<file path="config.mk">
export PLATFORM = sky130hd
export DESIGN_NAME = karatsuba_mul
export DESIGN_NICKNAME = d
export VERILOG_FILES = /design/src/rtl/karatsuba_pkg.sv /design/src/rtl/karatsuba_core.sv /design/src/rtl/karatsuba_mul.sv
export SDC_FILE = /design/constraint.sdc
export NUM_CORES = 1
export LEC_CHECK = 0
export ABC_CLOCK_PERIOD_IN_PS = 9300
export BUFFER_PORTS_ARGS = -buffer_cell sky130_fd_sc_hd__buf_2
export CAP_MARGIN = 40
export CORE_MARGIN = 4
export CORE_UTILIZATION = 45
export CTS_BUF_LIST = sky130_fd_sc_hd__clkbuf_8
export DETAILED_ROUTE_END_ITERATION = 10
export MAX_ROUTING_LAYER = met4
export PLACE_DENSITY_LB_ADDON = 0.25
export SYNTH_ARGS = -nofsm -noshare
export SYNTH_HDL_FRONTEND = slang
export SYNTH_SLANG_ARGS = --single-unit
</file>
<file path="constraint.sdc">
create_clock -name clk -period 9.3 [get_ports clk]
set_input_delay 0.93 -clock clk [delete_from_list [all_inputs] [get_ports clk]]
set_output_delay 0.93 -clock clk [all_outputs]
set_load 0.005 [all_outputs]
</file>
<file path="src/rtl/karatsuba_pkg.sv">
// Shared constants and elaboration helpers for the Karatsuba multiplier.
package karatsuba_pkg;

  // Default operand width at or below which the schoolbook product is used.
  localparam int unsigned BaseWDefault = 4;

  // Below this width the middle term (w-h+1) does not shrink, so recursion must stop.
  localparam int unsigned MinSplitW = 4;

  // Deepest recursion allowed before elaboration is flagged as suspicious.
  localparam int unsigned MaxDepth = 16;

  // Low-half width for a w-bit split.
  function automatic int unsigned split_point(int unsigned w);
    return w / 2;
  endfunction

  // True when a w-bit product should be built directly.
  function automatic bit is_base(int unsigned w, int unsigned base_w);
    return (w <= base_w) || (w < MinSplitW);
  endfunction

  // Depth of the deepest branch; the middle (sum) branch is always the widest.
  function automatic int unsigned rec_depth(int unsigned w, int unsigned base_w);
    int unsigned d;
    int unsigned cur;
    d   = 0;
    cur = w;
    while (!is_base(cur, base_w)) begin
      cur = cur - split_point(cur) + 1;
      d++;
    end
    return d;
  endfunction

endpackage

</file>
<file path="src/rtl/karatsuba_core.sv">
// Purely combinational recursive Karatsuba multiplier, W x W -> 2W unsigned.
module karatsuba_core
  import karatsuba_pkg::*;
#(
  parameter int unsigned W      = 10,
  parameter int unsigned BASE_W = BaseWDefault
) (
  input  logic [W-1:0]   a_i,
  input  logic [W-1:0]   b_i,
  output logic [2*W-1:0] p_o
);

  if (is_base(W, BASE_W)) begin : g_base
    logic [2*W-1:0] a_ext, b_ext;
    assign a_ext = (2*W)'(a_i);
    assign b_ext = (2*W)'(b_i);
    assign p_o   = a_ext * b_ext;
  end else begin : g_rec
    localparam int unsigned H = split_point(W);
    localparam int unsigned L = W - H;
    localparam int unsigned M = L + 1;

    logic [H-1:0]   a0, b0;
    logic [L-1:0]   a1, b1;
    logic [M-1:0]   sa, sb;
    logic [2*H-1:0] z0;
    logic [2*L-1:0] z2;
    logic [2*M-1:0] zm, z1;

    assign a0 = a_i[H-1:0];
    assign a1 = a_i[W-1:H];
    assign b0 = b_i[H-1:0];
    assign b1 = b_i[W-1:H];
    assign sa = M'(a0) + M'(a1);
    assign sb = M'(b0) + M'(b1);

    karatsuba_core #(.W(H), .BASE_W(BASE_W)) u_lo (.a_i(a0), .b_i(b0), .p_o(z0));
    karatsuba_core #(.W(L), .BASE_W(BASE_W)) u_hi (.a_i(a1), .b_i(b1), .p_o(z2));
    karatsuba_core #(.W(M), .BASE_W(BASE_W)) u_mid (.a_i(sa), .b_i(sb), .p_o(zm));

    // zm >= z0 + z2 always, so the subtraction never wraps.
    assign z1  = zm - (2*M)'(z0) - (2*M)'(z2);
    assign p_o = ((2*W)'(z2) << (2*H)) + ((2*W)'(z1) << H) + (2*W)'(z0);
  end

endmodule

</file>
<file path="src/rtl/karatsuba_mul.sv">
// Registered Karatsuba multiplier wrapper: 1-cycle latency, one op per cycle.
// Define KARATSUBA_IN_REG_EN to add an input register stage (2-cycle latency).
module karatsuba_mul
  import karatsuba_pkg::*;
#(
  parameter int unsigned N      = 10,
  parameter int unsigned BASE_W = BaseWDefault
) (
  input  logic           clk,
  input  logic           rst,
  input  logic           in_valid,
  input  logic [N-1:0]   input_0,
  input  logic [N-1:0]   input_1,
  output logic           out_valid,
  output logic [2*N-1:0] output_2
);

  localparam int unsigned Depth = rec_depth(N, BASE_W);

  logic [N-1:0]   core_a, core_b;
  logic           core_v;
  logic [2*N-1:0] core_p;
  logic [2*N-1:0] prod_q;
  logic           valid_q;

  // Elaboration sanity check on the configuration.
  always_comb begin
    assert (N >= 1 && Depth <= MaxDepth)
      else $error("karatsuba_mul: bad configuration N=%0d depth=%0d", N, Depth);
  end

`ifdef KARATSUBA_IN_REG_EN
  logic [N-1:0] a_q, b_q;
  logic         v_q;

  // Input stage; operands load only on valid so idle inputs never reach the core.
  always_ff @(posedge clk) begin
    if (rst) begin
      a_q <= '0;
      b_q <= '0;
      v_q <= 1'b0;
    end else begin
      v_q <= in_valid;
      if (in_valid) begin
        a_q <= input_0;
        b_q <= input_1;
      end
    end
  end

  assign core_a = a_q;
  assign core_b = b_q;
  assign core_v = v_q;
`else
  assign core_a = input_0;
  assign core_b = input_1;
  assign core_v = in_valid;
`endif

  karatsuba_core #(
    .W      (N),
    .BASE_W (BASE_W)
  ) u_core (
    .a_i (core_a),
    .b_i (core_b),
    .p_o (core_p)
  );

  // Output stage; product holds when no valid operation arrives.
  always_ff @(posedge clk) begin
    if (rst) begin
      prod_q  <= '0;
      valid_q <= 1'b0;
    end else begin
      valid_q <= core_v;
      if (core_v) begin
        prod_q <= core_p;
      end
    end
  end

  assign output_2  = prod_q;
  assign out_valid = valid_q;

endmodule

</file>
# Yosys cells after proc, flatten, opt, wreduce, memory -nomap -nowiden
# Index checks and enable logic that the tools add are counted.
dict set report word_totals {
  regBits 21
  latchBits 0
  ram_bits 0
  rom_bits 0
  in_bits 23
  out_inout_bits 21
  word_cells 35
  n_memories 0
}
dict set report classes {
  add_sub_neg 24
  multipliers 9
  n_div 0
  magnitude_cmp 0
  eq_ne 0
  shifts 0
  muxes 0
  n_bitwise 0
  reduce_logical 0
}
# op n
set op_table {}
lappend op_table {{$sub 8x6->8} 4}
lappend op_table {{$mul 3x3->6} 4}
lappend op_table {{$mul 4x4->8} 3}
lappend op_table {{$sub 12x10->12} 2}
lappend op_table {{$add 10x10->10} 2}
lappend op_table {{$add 10x4->10} 2}
lappend op_table {{$add 20x10->20} 1}
lappend op_table {{$add 20x17->20} 1}
lappend op_table {{$add 2x3->4} 4}
lappend op_table {{$sub 8x4->8} 2}
lappend op_table {{$add 12x11->12} 1}
lappend op_table {{$add 12x6->12} 1}
lappend op_table {{$add 5x5->6} 2}
lappend op_table {{$add 3x3->4} 2}
lappend op_table {{$mul 2x2->4} 2}

# Logic depth before layout (Yosys ltp)
dict set report logic_depth {
  ltp_word 11
  ltp_mapped 38
  mapped_depth_nobuf 38
}

# Cells and area by module
# From an unflattened synthesis, not the netlist that was laid out.
dict set report hier_totals {
  cells_unflattened 881
  hier_area_um2 7519.7
}
# module n_inst cells_per_inst area_per_inst_um2 seq_area_each_um2
set by_module_without_submodules {}
lappend by_module_without_submodules {{karatsuba_core at u_core} 1 227 1786.7 0.0}
lappend by_module_without_submodules {{karatsuba_core at u_core.g_rec.u_mid} 1 111 927.1 0.0}
lappend by_module_without_submodules {{karatsuba_core at u_core.g_rec.u_hi} 1 108 903.4 0.0}
lappend by_module_without_submodules {{karatsuba_core at u_core.g_rec.u_lo} 1 107 895.9 0.0}
lappend by_module_without_submodules {{karatsuba_core at u_core.g_rec.u_lo.g_rec.u_mid ...} 2 51 447.9 0.0}
lappend by_module_without_submodules {{karatsuba_core at u_core.g_rec.u_hi.g_rec.u_hi ...} 4 24 196.4 0.0}
lappend by_module_without_submodules {karatsuba_mul 1 67 760.7 420.4}
lappend by_module_without_submodules {{karatsuba_core at u_core.g_rec.u_hi.g_rec.u_mid} 1 51 464.2 0.0}
lappend by_module_without_submodules {{karatsuba_core at u_core.g_rec.u_hi.g_rec.u_lo ...} 2 6 50.0 0.0}

# Worst setup path after synthesis
# OpenSTA, ideal clock, no wires.
dict set report synth_timing {
  kind {input to register}
  start {input port input_1[0]}
  end {register prod_q[18] (netlist: output_2[18])}
  setup_time_ns 0.132
  arrival_ns 9.129
  required_time_ns 9.168
  setup_slack_ns 0.039
  stages 37
  path_buffers 0
  cell_sequence {ha_1 fa_1 a21o_1 a21oi_1 xor2_1 nor2_1 fa_1 ha_1 inv_1 fa_1 inv_1 fa_1 inv_1 fa_1 inv_1 fa_1 inv_1 fa_1 a21o_1 a21oi_1 xnor2_1 fa_1 inv_1 fa_1 inv_1 ha_1 a21oi_1 o21ai_0 xor2_1 ha_1 a21oi_1 o21ai_0 a211oi_1 nor2_1 o21ai_0 xor2_1 o22ai_1}
}
dict set report synth_via {
  elab_chain_len 11
  elab_cells_between_ends 20
  classes_between {add/sub: 15; mul: 5}
}
# element line
set synth_lines {}
lappend synth_lines {{start, declared} karatsuba_mul.sv:13} ;# input logic [N-1:0] input_1,
lappend synth_lines {{$add 5x5->6} karatsuba_core.sv:35} ;# assign sb = M'(b0) + M'(b1);
lappend synth_lines {{$add 3x3->4} karatsuba_core.sv:35}
lappend synth_lines {{$mul 4x4->8} karatsuba_core.sv:17} ;# assign p_o = a_ext * b_ext;
lappend synth_lines {{$sub 8x6->8 (2 in series)} karatsuba_core.sv:42} ;# assign z1 = zm - (2*M)'(z0) - (2*M)'(z2);
lappend synth_lines {{$add 12x11->12} karatsuba_core.sv:43} ;# assign p_o = ((2*W)'(z2) << (2*H)) + ((2*W)'(z1) << H) + (2*W)'(z0);
lappend synth_lines {{$add 12x6->12} karatsuba_core.sv:43}
lappend synth_lines {{$sub 12x10->12 (2 in series)} karatsuba_core.sv:42}
lappend synth_lines {{$add 20x17->20} karatsuba_core.sv:43}
lappend synth_lines {{$add 20x10->20 (*)} karatsuba_core.sv:43}
lappend synth_lines {{end signal, assigned} karatsuba_mul.sv:77} ;# prod_q <= core_p;
lappend synth_lines {{end, declared} karatsuba_mul.sv:23} ;# logic [2*N-1:0] prod_q;
# Every way passes the cells marked *; elsewhere a longest branch is shown, timed or not.
# A chain may end at the register's enable or synchronous reset.

# Worst setup path after layout
dict set report layout_timing {
  start {input port input_1[5]}
  end {register prod_q[18] (netlist: output_2[18])}
}
dict set report layout_via {
  elab_chain_len 11
  elab_cells_between_ends 20
  classes_between {add/sub: 15; mul: 5}
}
# element line
set layout_lines {}
lappend layout_lines {{$add 5x5->6} karatsuba_core.sv:35}
lappend layout_lines {{$add 3x3->4} karatsuba_core.sv:35}
lappend layout_lines {{$mul 4x4->8} karatsuba_core.sv:17}
lappend layout_lines {{$sub 8x6->8 (2 in series)} karatsuba_core.sv:42}
lappend layout_lines {{$add 12x11->12} karatsuba_core.sv:43}
lappend layout_lines {{$add 12x6->12} karatsuba_core.sv:43}
lappend layout_lines {{$sub 12x10->12 (2 in series)} karatsuba_core.sv:42}
lappend layout_lines {{$add 20x17->20 (*)} karatsuba_core.sv:43}
lappend layout_lines {{$add 20x10->20 (*)} karatsuba_core.sv:43}
# Marks and branches as above.

==> metrics.log <==
[metrics] result of the run: complete, no violations
[metrics] RSZ-0062 raised after global routing: true
[metrics] most common cell after layout, fill and taps aside: sky130_fd_sc_hd__inv_1
[metrics] area enclosed by the die boundary: approximately 16000 um^2
[metrics] Ports: 44
[metrics] count of standard-cell rows: 43
[metrics] routed len/inst: 13.8 um
[metrics] WP data arrival: a little over 9000 ps
[metrics] count of placed standard cells in the final layout, fillers left out: 1018
[metrics] Hold/Removal Path Class: flip-flop to flip-flop
[metrics] aggregate routed wire length: ~14 mm
[metrics] Core Area: 13900 um^2
[metrics] Worst-path clk slew: approximately 70 ps
[metrics] count of cells along the worst register-to-register path: 3
[metrics] Yosys warning total: 0
[metrics] global-route wire length before repair: around 24 mm
[metrics] gr ovfl total: 0
[metrics] worst-case headroom to the max-slew limit: slightly above 60%
[metrics] number of nets at the end of the flow: 1069
[metrics] Setup Total Neg Slack: 0 ps
[metrics] cell seen most often among critical-path stages: sky130_fd_sc_hd__fa_1
[metrics] share of cells above drive strength 1: between 15 and 20%
[metrics] instance count along the most critical hold path: 2
[metrics] worst-case hold path end point: output_2[3]
[metrics] Worst Setup Path Type: input port to flip-flop
[metrics] area grow syn2layout: 16.4%
[metrics] # diodes: 0
[metrics] standard cell area after detailed placement: approximately 7200 um^2
[metrics] Via Count: 5008
[metrics] Avg Synthesized Cell Area: ~8.7 um^2
[metrics] CP Max Fanout: 2
[metrics] number of max-cap violations: 0
[metrics] Worst path slowest cell: sky130_fd_sc_hd__fa_1
[metrics] H-tree lvl count: 1
[metrics] number of iterations in the first detailed-routing pass: 4
[metrics] Buffers on Ports: 43
[metrics] cells after synthesis: 740
[metrics] number of global-route vias before repair: 5296
[metrics] CP max stage delay: ~550 ps
[metrics] net count after synthesis: slightly below 1000
[metrics] number of library cell types mapped by synthesis: 33
[metrics] worst endpoint required time: roughly 9400 ps
[metrics] cell at the root of the clock tree: sky130_fd_sc_hd__clkbuf_8
[metrics] Tightest Pin Transition: about 580 ps
[metrics] placed cell count: ~1000
[metrics] worst clock skew: 0 ps
[metrics] Final HPWL DP: ~13 mm
[metrics] TritonCTS Buffers: 3
[metrics] end of the worst register-to-register path: output_2[13]
[metrics] Final Instance Area: 7500 um^2
[metrics] number of endpoints with negative hold slack in the final report: 0
[metrics] initial detailed-routing violation count: around 160
[metrics] number of sinks on the clock net: 21
[metrics] maximum number of pins on one net before global-route repair: 27
[metrics] vias per inst: 4.92
[metrics] fin crit period: between 9000 and 10000 ps
[metrics] insertion delay to the later sink of the worst-skew pair: ~250 ps
[metrics] post-synthesis register bit count: 21
[metrics] register-to-register path setup slack: between 8000 and 9000 ps
[metrics] post-synth design cell area: between 6000 and 7000 um^2
[metrics] total track usage: between 10% and 20%
[metrics] Slew Viols, Final: 0
[metrics] RR Startpoint: output_2[13]
[metrics] CTS tree: yes
[metrics] effective utilization at floorplan: roughly 46%
[metrics] crit share post-route: about 97%
[metrics] crit end category: flip-flop
[metrics] part of the Yosys area used for sequential elements: under 10%
[metrics] antenna violations before repair: 0
[metrics] setup violators final: 0
[metrics] routability congestion estimate: 0.879
[metrics] Longest Clk Path Bufs: 2
[metrics] Die Wd: 128 um
[metrics] Antenna Violating Nets Remaining: 0
[metrics] kind of start point of the critical path: input port
[metrics] number of DRC violations after detailed routing: 0
[metrics] commonest cells after routing, fill and taps aside: 161 x sky130_fd_sc_hd__inv_1, 117 x sky130_fd_sc_hd__ha_1, 77 x sky130_fd_sc_hd__fa_1
[metrics] start point of the worst hold path: output_2[3]
[metrics] height of the chip: 128 um
[metrics] Peak Freq: around 110 MHz
Yosys cell counts:
cell	count	share of area [%]
sky130_fd_sc_hd__a211oi_2	3	0.58
sky130_fd_sc_hd__a211oi_1	8	0.93
sky130_fd_sc_hd__mux2i_1	13	2.0
sky130_fd_sc_hd__nand2b_1	6	0.58
sky130_fd_sc_hd__xor2_1	30	4.1
sky130_fd_sc_hd__dfxtp_1	21	6.5
sky130_fd_sc_hd__xnor2_1	28	3.8
sky130_fd_sc_hd__a2111oi_2	1	0.23
sky130_fd_sc_hd__clkbuf_1	4	0.23
sky130_fd_sc_hd__a21oi_2	2	0.27
sky130_fd_sc_hd__and2_1	52	5.0
sky130_fd_sc_hd__o211ai_1	1	0.12
sky130_fd_sc_hd__nand2_1	27	1.6
sky130_fd_sc_hd__nand3_1	6	0.47
sky130_fd_sc_hd__o31a_1	1	0.14
sky130_fd_sc_hd__o21bai_1	12	1.4
sky130_fd_sc_hd__o21a_1	2	0.23
sky130_fd_sc_hd__xnor2_2	1	0.25
sky130_fd_sc_hd__o21ai_0	12	0.93
sky130_fd_sc_hd__or2_2	3	0.29
sky130_fd_sc_hd__buf_1	1	0.058
sky130_fd_sc_hd__a21oi_1	49	3.8
sky130_fd_sc_hd__o31ai_1	2	0.23
sky130_fd_sc_hd__a31oi_1	1	0.097
sky130_fd_sc_hd__o22ai_1	3	0.29
sky130_fd_sc_hd__a21o_1	22	2.6
sky130_fd_sc_hd__fa_1	82	25
sky130_fd_sc_hd__inv_1	164	9.5
sky130_fd_sc_hd__nor2_1	50	2.9
sky130_fd_sc_hd__xnor3_1	1	0.35
sky130_fd_sc_hd__ha_1	125	24
sky130_fd_sc_hd__a21o_2	1	0.14
sky130_fd_sc_hd__nor2b_1	6	0.58
metrics by stage:
| stage | worst slack (ps) | util (%) | hold WS (ps) |
|---|---|---|---|
| after CTS | 3.87 | 52.3 | 478 |
| final | 288 | 53.8 | 478 |
| after floorplan | 39.0 | - | 466 |
| after global routing | -65.4 | 53.8 | 505 |
| after global placement | -111 | 52.0 | 465 |
| after detailed placement | -353 | 52.0 | 467 |
timing repair:
item	in CTS	in global routing
pin swaps	0	44
buffers inserted	0	6
resized for setup	3	38
setup endpoints to repair	3	6
hold buffers	0	0
sequential cells by signal (all words and copies together), names as in the netlist:
signal / count
output_2: 20
out_valid: 1
worst max path at each step:
stage                from            to  slack [ps]  cells after the start
6_report       input_1[5]  output_2[18]         290                     39
5_1_grt        input_1[5]  output_2[17]         -70                     38
4_1_cts        input_1[5]  output_2[19]           4                     38
3_5_place_dp   input_1[5]  output_2[18]        -350                     38
3_3_place_gp   input_1[5]  output_2[18]        -110                     38
2_1_floorplan  input_1[0]  output_2[18]          40                     37
layout make-up:
| cell class | instances | area, um^2 |
|---|---|---|
| multi-input cells | 550 | 5560 |
| inverters | 164 | 616 |
| well taps | 180 | 225 |
| clock buffers | 3 | 41.3 |
| fillers | 1301 | 6430 |
| flip-flops and latches | 21 | 420 |
| clock inverters | 1 | 5.00 |
| repair buffers | 99 | 638 |
cells by family after synthesis:
group	share of synthesized area (%)
XOR/XNOR	8.48
AO/OA/AOI/OAI	12.0
flip-flops	6.52
buffers and inverters	9.84
adder cells (fa/ha/maj)	49.7
AND/OR/NAND/NOR	11.5
multiplexers	2.02
worst max-delay path: cells and delay by family:
| kind | cells | cell delay, ps |
|---|---|---|
| AOI/OAI and AO/OA | 11 | 1520 |
| and+or+nand+nor | 2 | 140 |
| buffers and inverters | 9 | 710 |
| xor gates and xnor gates | 4 | 620 |
| adders and majority gates | 13 | 5180 |
metal layers:
metal  up-vias  track usage (%)  wire, um
li1       2549                -         -
met1      2374             24.3      6620
met2        67             32.0      6860
met3        18            0.708       328
met4         0             3.62       247
met5         -                -         0
Power is left out: the tool's default activity adds up to more than one toggle a clock period on the data nets, which glitch-free logic cannot reach.
